[src/rtl/multicycle_control_fsm_if.sv]
// Control/handshake bundle between the multi-cycle sequencer (master) and the RV32I datapath (slave).
// Carries IR opcode, ALU zero and memory ready inward; all datapath/memory strobes outward.
interface multicycle_control_fsm_if;
    logic [6:0] opcode;
    logic       zero;
    logic       mem_ready;

    logic       pc_write;
    logic       pc_src;
    logic       ir_write;
    logic       iord;
    logic       mem_read;
    logic       mem_write;
    logic       reg_write;
    logic [1:0] wb_sel;
    logic       alu_src_a;
    logic [1:0] alu_src_b;
    logic [1:0] alu_op;
    logic       instr_done;
    logic       illegal_instr;
    logic       bus_err;

    modport master (
        input  opcode, zero, mem_ready,
        output pc_write, pc_src, ir_write, iord, mem_read, mem_write, reg_write,
               wb_sel, alu_src_a, alu_src_b, alu_op, instr_done, illegal_instr, bus_err
    );

    modport slave (
        output opcode, zero, mem_ready,
        input  pc_write, pc_src, ir_write, iord, mem_read, mem_write, reg_write,
               wb_sel, alu_src_a, alu_src_b, alu_op, instr_done, illegal_instr, bus_err
    );
endinterface

[src/rtl/multicycle_control_fsm.sv]
// Multi-cycle RV32I sequencer: 3 (branch/JAL), 4 (R/I/store), 5 (load) cycles, +1 per mem_ready wait cycle.
// Stalls in FETCH/MEM until mem_ready, bounded by TIMEOUT; `CTRL_PERF_CNT_EN adds retired_cnt.
module multicycle_control_fsm #(
    parameter int TIMEOUT = 16
) (
    input  logic                   clk,
    input  logic                   reset,
    multicycle_control_fsm_if.master bus
`ifdef CTRL_PERF_CNT_EN
    ,
    output logic [31:0]            retired_cnt
`endif
);

    typedef enum logic [2:0] {
        IDLE   = 3'd0,
        FETCH  = 3'd1,
        DECODE = 3'd2,
        EXEC   = 3'd3,
        MEM    = 3'd4,
        WB     = 3'd5
    } state_t;

    typedef struct packed {
        logic       pc_write;
        logic       pc_src;
        logic       ir_write;
        logic       iord;
        logic       mem_read;
        logic       mem_write;
        logic       reg_write;
        logic [1:0] wb_sel;
        logic       alu_src_a;
        logic [1:0] alu_src_b;
        logic [1:0] alu_op;
        logic       instr_done;
        logic       illegal_instr;
        logic       bus_err;
    } ctrl_t;

    localparam logic [6:0] OP_R      = 7'b0110011;
    localparam logic [6:0] OP_LOAD   = 7'b0000011;
    localparam logic [6:0] OP_IMM    = 7'b0010011;
    localparam logic [6:0] OP_STORE  = 7'b0100011;
    localparam logic [6:0] OP_BRANCH = 7'b1100011;
    localparam logic [6:0] OP_JAL    = 7'b1101111;

    localparam logic [7:0] WAIT_LAST = 8'(TIMEOUT - 1);

    state_t     state;
    state_t     state_next;
    logic [6:0] op_q;
    logic [7:0] wait_cnt;
    logic       waiting;
    logic       timeout;
    logic       opcode_legal;
    ctrl_t      ctl;

    assign waiting = (state == FETCH) || (state == MEM);
    // mem_ready has priority: a late ready on the last allowed cycle still completes
    assign timeout = waiting && !bus.mem_ready && (wait_cnt == WAIT_LAST);

    always_comb begin
        opcode_legal = 1'b0;
        case (bus.opcode)
            OP_R, OP_LOAD, OP_IMM, OP_STORE, OP_BRANCH, OP_JAL: opcode_legal = 1'b1;
            default:                                            opcode_legal = 1'b0;
        endcase
    end

    always_ff @(posedge clk or posedge reset) begin
        if (reset) begin
            state <= IDLE;
        end else begin
            state <= state_next;
        end
    end

    always_ff @(posedge clk or posedge reset) begin
        if (reset) begin
            op_q <= 7'd0;
        end else if (state == DECODE) begin
            op_q <= bus.opcode;
        end
    end

    // Cleared on every entry to a wait state, including the FETCH retry after a timeout
    always_ff @(posedge clk or posedge reset) begin
        if (reset) begin
            wait_cnt <= 8'd0;
        end else if (((state_next == FETCH) || (state_next == MEM)) &&
                     ((state_next != state) || timeout)) begin
            wait_cnt <= 8'd0;
        end else if (waiting && !bus.mem_ready) begin
            wait_cnt <= wait_cnt + 8'd1;
        end
    end

    always_comb begin
        ctl        = '0;
        state_next = state;
        unique case (state)
            IDLE: begin
                state_next = FETCH;
            end
            FETCH: begin
                ctl.mem_read  = 1'b1;
                ctl.alu_src_b = 2'b01;
                if (bus.mem_ready) begin
                    ctl.ir_write = 1'b1;
                    ctl.pc_write = 1'b1;
                    state_next   = DECODE;
                end else if (timeout) begin
                    ctl.bus_err    = 1'b1;
                    ctl.instr_done = 1'b1;
                    state_next     = FETCH;
                end
            end
            DECODE: begin
                // ALU computes oldPC + imm so the target is registered for branch/JAL
                ctl.alu_src_b = 2'b10;
                if (opcode_legal) begin
                    state_next = EXEC;
                end else begin
                    ctl.illegal_instr = 1'b1;
                    ctl.instr_done    = 1'b1;
                    state_next        = FETCH;
                end
            end
            EXEC: begin
                state_next = FETCH;
                case (op_q)
                    OP_R: begin
                        ctl.alu_src_a = 1'b1;
                        ctl.alu_src_b = 2'b00;
                        ctl.alu_op    = 2'b10;
                        state_next    = WB;
                    end
                    OP_IMM: begin
                        ctl.alu_src_a = 1'b1;
                        ctl.alu_src_b = 2'b10;
                        ctl.alu_op    = 2'b10;
                        state_next    = WB;
                    end
                    OP_LOAD, OP_STORE: begin
                        ctl.alu_src_a = 1'b1;
                        ctl.alu_src_b = 2'b10;
                        ctl.alu_op    = 2'b00;
                        state_next    = MEM;
                    end
                    OP_BRANCH: begin
                        ctl.alu_src_a  = 1'b1;
                        ctl.alu_src_b  = 2'b00;
                        ctl.alu_op     = 2'b01;
                        ctl.pc_write   = bus.zero;
                        ctl.pc_src     = bus.zero;
                        ctl.instr_done = 1'b1;
                    end
                    OP_JAL: begin
                        ctl.pc_write   = 1'b1;
                        ctl.pc_src     = 1'b1;
                        ctl.reg_write  = 1'b1;
                        ctl.wb_sel     = 2'b10;
                        ctl.instr_done = 1'b1;
                    end
                    default: begin
                        state_next = FETCH;
                    end
                endcase
            end
            MEM: begin
                ctl.iord = 1'b1;
                if (op_q == OP_LOAD) begin
                    ctl.mem_read = 1'b1;
                end else begin
                    ctl.mem_write = 1'b1;
                end
                if (bus.mem_ready) begin
                    if (op_q == OP_LOAD) begin
                        state_next = WB;
                    end else begin
                        ctl.instr_done = 1'b1;
                        state_next     = FETCH;
                    end
                end else if (timeout) begin
                    ctl.bus_err    = 1'b1;
                    ctl.instr_done = 1'b1;
                    state_next     = FETCH;
                end
            end
            WB: begin
                ctl.reg_write  = 1'b1;
                ctl.wb_sel     = (op_q == OP_LOAD) ? 2'b01 : 2'b00;
                ctl.instr_done = 1'b1;
                state_next     = FETCH;
            end
            default: begin
                state_next = IDLE;
            end
        endcase
    end

    assign bus.pc_write      = ctl.pc_write;
    assign bus.pc_src        = ctl.pc_src;
    assign bus.ir_write      = ctl.ir_write;
    assign bus.iord          = ctl.iord;
    assign bus.mem_read      = ctl.mem_read;
    assign bus.mem_write     = ctl.mem_write;
    assign bus.reg_write     = ctl.reg_write;
    assign bus.wb_sel        = ctl.wb_sel;
    assign bus.alu_src_a     = ctl.alu_src_a;
    assign bus.alu_src_b     = ctl.alu_src_b;
    assign bus.alu_op        = ctl.alu_op;
    assign bus.instr_done    = ctl.instr_done;
    assign bus.illegal_instr = ctl.illegal_instr;
    assign bus.bus_err       = ctl.bus_err;

`ifdef CTRL_PERF_CNT_EN
    always_ff @(posedge clk or posedge reset) begin
        if (reset) begin
            retired_cnt <= 32'd0;
        end else if (ctl.instr_done && !ctl.bus_err && !ctl.illegal_instr) begin
            retired_cnt <= retired_cnt + 32'd1;
        end
    end
`endif

endmodule

[src/flat_wrapper.sv]
// flat-port wrapper written by rule: the top's interface ports become plain ports
module multicycle_control_fsm_flat 
#(
    parameter int TIMEOUT = 16
)
  (clk, reset, bus_opcode, bus_zero, bus_mem_ready, bus_pc_write, bus_pc_src, bus_ir_write, bus_iord, bus_mem_read, bus_mem_write, bus_reg_write, bus_wb_sel, bus_alu_src_a, bus_alu_src_b, bus_alu_op, bus_instr_done, bus_illegal_instr, bus_bus_err);
  multicycle_control_fsm_if bus_i ();
  input  logic clk;
  input  logic reset;
  input wire logic [$bits(bus_i.opcode)-1:0] bus_opcode;
  input wire logic [$bits(bus_i.zero)-1:0] bus_zero;
  input wire logic [$bits(bus_i.mem_ready)-1:0] bus_mem_ready;
  output wire logic [$bits(bus_i.pc_write)-1:0] bus_pc_write;
  output wire logic [$bits(bus_i.pc_src)-1:0] bus_pc_src;
  output wire logic [$bits(bus_i.ir_write)-1:0] bus_ir_write;
  output wire logic [$bits(bus_i.iord)-1:0] bus_iord;
  output wire logic [$bits(bus_i.mem_read)-1:0] bus_mem_read;
  output wire logic [$bits(bus_i.mem_write)-1:0] bus_mem_write;
  output wire logic [$bits(bus_i.reg_write)-1:0] bus_reg_write;
  output wire logic [$bits(bus_i.wb_sel)-1:0] bus_wb_sel;
  output wire logic [$bits(bus_i.alu_src_a)-1:0] bus_alu_src_a;
  output wire logic [$bits(bus_i.alu_src_b)-1:0] bus_alu_src_b;
  output wire logic [$bits(bus_i.alu_op)-1:0] bus_alu_op;
  output wire logic [$bits(bus_i.instr_done)-1:0] bus_instr_done;
  output wire logic [$bits(bus_i.illegal_instr)-1:0] bus_illegal_instr;
  output wire logic [$bits(bus_i.bus_err)-1:0] bus_bus_err;
  assign bus_i.opcode = bus_opcode;
  assign bus_i.zero = bus_zero;
  assign bus_i.mem_ready = bus_mem_ready;
  assign bus_pc_write = bus_i.pc_write;
  assign bus_pc_src = bus_i.pc_src;
  assign bus_ir_write = bus_i.ir_write;
  assign bus_iord = bus_i.iord;
  assign bus_mem_read = bus_i.mem_read;
  assign bus_mem_write = bus_i.mem_write;
  assign bus_reg_write = bus_i.reg_write;
  assign bus_wb_sel = bus_i.wb_sel;
  assign bus_alu_src_a = bus_i.alu_src_a;
  assign bus_alu_src_b = bus_i.alu_src_b;
  assign bus_alu_op = bus_i.alu_op;
  assign bus_instr_done = bus_i.instr_done;
  assign bus_illegal_instr = bus_i.illegal_instr;
  assign bus_bus_err = bus_i.bus_err;
  multicycle_control_fsm #(.TIMEOUT(TIMEOUT)) u_core (.clk(clk), .reset(reset), .bus(bus_i));
endmodule
[config.mk]
export PLATFORM = sky130hd
export DESIGN_NAME = multicycle_control_fsm_flat
export DESIGN_NICKNAME = d
export VERILOG_FILES = /design/src/rtl/multicycle_control_fsm_if.sv /design/src/rtl/multicycle_control_fsm.sv /design/src/flat_wrapper.sv
export SDC_FILE = /design/constraint.sdc
export NUM_CORES = 1
export LEC_CHECK = 0
export CELL_PAD_IN_SITES_DETAIL_PLACEMENT = 0
export CELL_PAD_IN_SITES_GLOBAL_PLACEMENT = 1
export CORE_MARGIN = 4
export CORE_UTILIZATION = 30
export DETAILED_ROUTE_END_ITERATION = 6
export PLACE_DENSITY = 0.67
export SLEW_MARGIN = 30
export SYNTH_ARGS = -nofsm -noshare
export SYNTH_HDL_FRONTEND = slang
export SYNTH_SLANG_ARGS = --single-unit
[constraint.sdc]
create_clock -name clk -period 2.85 [get_ports clk]
set_input_delay 0.855 -clock clk [delete_from_list [all_inputs] [get_ports clk]]
set_output_delay 0.855 -clock clk [all_outputs]
set_load 0.005 [all_outputs]
Word level (Yosys, flattened, before mapping):

Index checks and enable logic that the tools add are counted.

* input port bits: 11
* bits in registers: 18
* output and inout port bits: 17

* multiplexer cells: 35
* equal/unequal tests: 21
* $add $sub $neg: 1
* reduce and logical (&&, ||, !) cells: 15

Operators by type and width (count)
* equality test 7 x 6 -> 1 bit, second input constant: 4
* equality test 7 bit, second input constant: 4
* one-hot mux 5 bit (4 select lines): 1
* two-way mux 1 bit: 16
* two-way mux 8 bit: 2
* two-way mux 3 bit: 5
* one-hot mux 3 bit (5 select lines): 1
* equality test 7 x 2 -> 1 bit, second input constant: 2
* equality test 7 x 5 -> 1 bit, second input constant: 2
* one-hot mux 3 bit (2 select lines): 2
* OR reduction 2 bit: 5
* equality test 3 bit, second input constant: 3
* adder 8 x 1 -> 8 bit, second input constant: 1
* equality test 8 x 4 -> 1 bit, second input constant: 1
* equality test 3 x 1 -> 1 bit, second input constant: 2
* equality test 3 x 2 -> 1 bit, second input constant: 2
* two-way mux 2 bit: 3
* one-hot mux 2 bit (3 select lines): 1
* OR reduction 6 bit: 1
* one-hot mux 1 bit (5 select lines): 1
* one-hot mux 1 bit (2 select lines): 2
* one-hot mux 2 bit (2 select lines): 1
* logical AND 1 bit: 3
* zero test 3 bit: 1
* other kinds (4): 6

Logic depth before layout (Yosys ltp):

* word-level depth: 11
* gate-level depth with buffers: 6
* depth with buffers taken out: 6

Worst setup path before layout:

No wires, ideal clock.

* kind: register -> output
* start: register u_core.op_q[2]
* end: output bus_instr_done
* arrival time: 1.759 ns
* path buffers: 0
* required time: 1.995 ns
* stages on the path, launching flop included: 6
* setup slack: 0.236 ns
* cell sequence: dfrtp_1 -> or4_4 -> or3_1 -> and2_1 -> a21oi_1 -> nand4_1

* cells in the longest elaborated chain, start to end: 4
* elaborated cells on any way between the ends: 8
* those cells by class: eq/ne (3); mux (4); reduce/logical (1)

RTL lines
* start: declaration: line multicycle_control_fsm.sv:52 `logic [6:0] op_q;`
* start signal: assignment: line multicycle_control_fsm.sv:83 `op_q <= bus.opcode;`
* equality test 7 x 2 -> 1 bit / equality test 7 bit (equally long branches): line multicycle_control_fsm.sv:179, multicycle_control_fsm.sv:132
* two-way mux 1 bit / OR reduction 2 bit (equally long branches)
* two-way mux 1 bit (on tied branches): line multicycle_control_fsm.sv:178, multicycle_control_fsm.sv:132
* one-hot mux 1 bit (5 select lines) *: line multicycle_control_fsm.sv:102 `unique case (state)`
* end: declaration: line flat_wrapper.sv:24 `output wire logic [$bits(bus_i.instr_done)-1:0] bus_instr_done;`

Mark *: on every way between the ends. The rest lies on a longest branch, timed or not.

Final worst setup path:

* start: input bus_opcode[2]
* end: output bus_instr_done

* cells in the longest elaborated chain, start to end: 5
* elaborated cells on any way between the ends: 10
* those cells by class: eq/ne (6); mux (3); reduce/logical (1)

RTL lines
* start: declaration: line flat_wrapper.sv:10 `input wire logic [$bits(bus_i.opcode)-1:0] bus_opcode;`
* equality test 7 x 6 -> 1 bit, or another cell as far along: line multicycle_control_fsm.sv:65 `case (bus.opcode)`
* OR reduction 6 bit *: line multicycle_control_fsm.sv:65
* two-way mux 1 bit *: line multicycle_control_fsm.sv:65
* two-way mux 2 bit *: line multicycle_control_fsm.sv:122 `if (opcode_legal) begin`
* one-hot mux 1 bit (5 select lines) *: line multicycle_control_fsm.sv:102

Marks and branches as above.

==> out/metrics.yaml <==
route:
  ant_nets: 0
  wl_mm: 3.16
  drc_errors: 0
  viasPerCell: 4.91
  num_vias: 1134
  wl_per_cell_um: 13.7
  drt_first_pass_iters: 4
  drt_iter0_drc: 44
setup_path:
  critPathCaptureType: "output pin"
  path_max_fanout: 2
  worstSetupStartpointType: "primary input"
  cpLargestDelayFamily: "buffers and inverters"
  cpMaxStageDelayCell: "dlygate4sd2_1"
  path_cells: "dlygate4sd2_1 > or2_4 > a21oi_4 > o211ai_1 > nand2_1 > buf_4 > nand4_1 > buf_2"
  criticalPathCategory: "primary input to output pin"
  max_stage_delay_ns: 0.26
  arrival_ns: 2.02
  crit_buf_inv: 3
  critPathRequiredTime_ns: 2.00
global_route:
  grt_pass1_wl_mm: 5.37
  grt_usage: 0.130
  met1_usage: 0.162
  met3_usage: 0.0227
  met2_usage: 0.230
  antenna_found_initial: 0
  grt_most_used_layer: "met2"
  grt_max_degree: 19
  grt-ovfl-total: 0
  grt_pass1_vias: 1143
synth:
  synth_nets: 128
  yosysWarnings: 0
  yosys-top-cells-count: "dfrtp_1, a21oi_1, nand2_1, mux2_2, nor2_1"
  async_reset_ff_frac: 1.00
  synth_top_area_cell: "dfrtp_1"
  synth-main-ff-cell: "dfrtp_1"
  yosysUniqueCellTypes: 42
  syn-cell-area_sq_mm: 0.00119
  ys_seq_area_frac: 0.379
  synth_edf_count: 0
  yosys_register_bits: 18
  synth_top_cell_area_share: 0.379
  postSynthAreaPerCell_sq_um: 10.2
  yosys-top-cells-area: "dfrtp_1, mux2_2, a21oi_1"
  synthCells: 116
  synth.most_common_cell: "dfrtp_1"
floorplanning:
  io_pins: 28
  initial_core_util: 0.318
  fp.dieH_um: 70.9
  core_sq_mm: 0.00374
  rows: 22
  dieWidth_um: 70.9
  die_area_sq_mm: 0.00503
cts:
  cts_tree: "built"
  cts.sinks: 18
  cts_made_buffers: 3
  hold_buffers: 0
  path_clk_slew_ns: 0.06
  ctsHtreeMaxLevel: 1
  clockBufferDepth: 2
  root_buffer: "clkbuf_8"
  clkLatencyLatePin_ns: 0.25
outcome:
  failed_checks: "setup timing"
  status: "finished with violations"
layout:
  fillers: 374
  nets: 197
  drive_gt1_frac: 0.486
  layout.cells.non_filler: 231
  diodes: 0
  area_growth_pct: 58.6
timing:
  grt_setup_unrepaired: "true"
  setup_violations: 1
  fmax_mhz: 348
  finalCritPeriodShare: 1.01
  hold_viol: 0
  period_needed_ns: 2.87
  skew_ns: 0.00617
  setup_slack_ns: -0.0217
  worstMarginPinSlew_ns: 0.672
  relSlewSlack: 0.551
  report.final.slew_viol_count: 0
run:
  cap_violations: 0
placed_design:
  hpwl_mm: 2.41
  gp_congestion: 0.820
  port_buffers: 27
  dp.cells: 218
power_and_ir_drop:
  ir_drop_v: 0.000293
  leakage_nw: 0.946
  pwr_density_cell_mw_per_mm2: 584
  power_mw: 1.10
min_path:
  min_path_type: "flip-flop to flip-flop"
==> per-stage QoR <==
step / area (sq um) / hold slack (ns) / setup WS, ns / TNS [ns] / utilization
after global routing: 1890 / 0.615 / -0.0850 / -0.0850 / 0.504
after global placement: 1710 / 0.557 / -0.515 / -2.49 / 0.457
final: 1890 / 0.585 / -0.0217 / -0.0217 / 0.504
after floorplan: 1190 / 0.525 / 0.236 / 0 / -
after detailed placement: 1710 / 0.564 / -0.582 / -2.72 / 0.457
after CTS: 1860 / 0.596 / -0.0151 / -0.0151 / 0.497
==> cells in the final DEF (no fill, tap or decap), types with 3 or more instances in the layout <==
cell             Yosys  layout
buf_4                0      40
dfrtp_1             18      18
dlygate4sd2_1        0      11
nand2_1             10      10
a21oi_1             12       9
mux2_2               7       7
clkdlybuf4s50_1      0       7
xor2_1               6       6
nor2_1               7       5
nand4_1              4       4
inv_1                5       4
nor3b_1              3       3
nand3_2              0       3
clkbuf_8             1       3
buf_2                0       3
==> flip-flops by register name, summed over array words and instances (netlist names) <==
register / count
u_core.state: 3
u_core.op_q: 7
u_core.wait_cnt: 8
==> where the power goes <==
| part | switching (mW) | internal [mW] |
|---|---|---|
| Combinational | 0.250 | 0.294 |
| Clock | 0.0745 | 0.0936 |
| Sequential | 0.0615 | 0.327 |
==> cell families (layout without fill, tap and decap cells) <==
family / Yosys count / after routing / share of synthesized area
mux: 8 / 8 / 0.0747
flops: 18 / 18 / 0.379
fa+ha+maj: 1 / 1 / 0.0105
buf+inv: 9 / 76 / 0.0495
xor+xnor: 9 / 9 / 0.0790
compound gates: 24 / 24 / 0.149
simple gates: 47 / 47 / 0.258
==> cell type report <==
cell class / instances / area [sq um] / area share
Clock buffer: 3 / 41.3 / 0.0219
Inverter: 5 / 18.8 / 0.00995
Multi-Input combinational cell: 89 / 766 / 0.406
Sequential cell: 18 / 450 / 0.239
Tap cell: 48 / 60.1 / 0.0319
Timing Repair Buffer: 68 / 549 / 0.291
==> path summary, 6_finish.rpt <==
path	from	endpoint	slack [ns]	cells past startpoint
setup / recovery	bus_opcode[2]	bus_instr_done	-0.02	8
setup reg to reg	u_core.op_q[6]	u_core.wait_cnt[7]	0.71	6
min in group asynchronous	reset	u_core.state[2]	1.00	2
hold / removal	u_core.wait_cnt[1]	u_core.wait_cnt[1]	0.59	2
max in group asynchronous	reset	u_core.state[1]	1.42	2
hold reg to reg	u_core.wait_cnt[1]	u_core.wait_cnt[1]	0.59	2
==> worst min-delay path, stage by stage, from the launching register on <==
cell and delay [ns]:
dfrtp_1 0.36, mux2i_1 0.08, a21oi_1 0.11
==> what timing repair did <==
| item | CTS | global route |
|---|---|---|
| pin swaps | 9 | 2 |
| setup buffers | 9 | 1 |
| gates resized for setup | 48 | 9 |
| endpoints found under the setup margin | 15 | 7 |
==> routing by layer <==
layer	share of wire	wire length [um]	vias to the layer above
li1	-	-	548
met1	0.42	1340	564
met2	0.53	1670	20
met3	0.043	135	2
met4	0.0028	9	0
met5	0	0	-
Note: power is estimated with default switching activity, not from simulation.
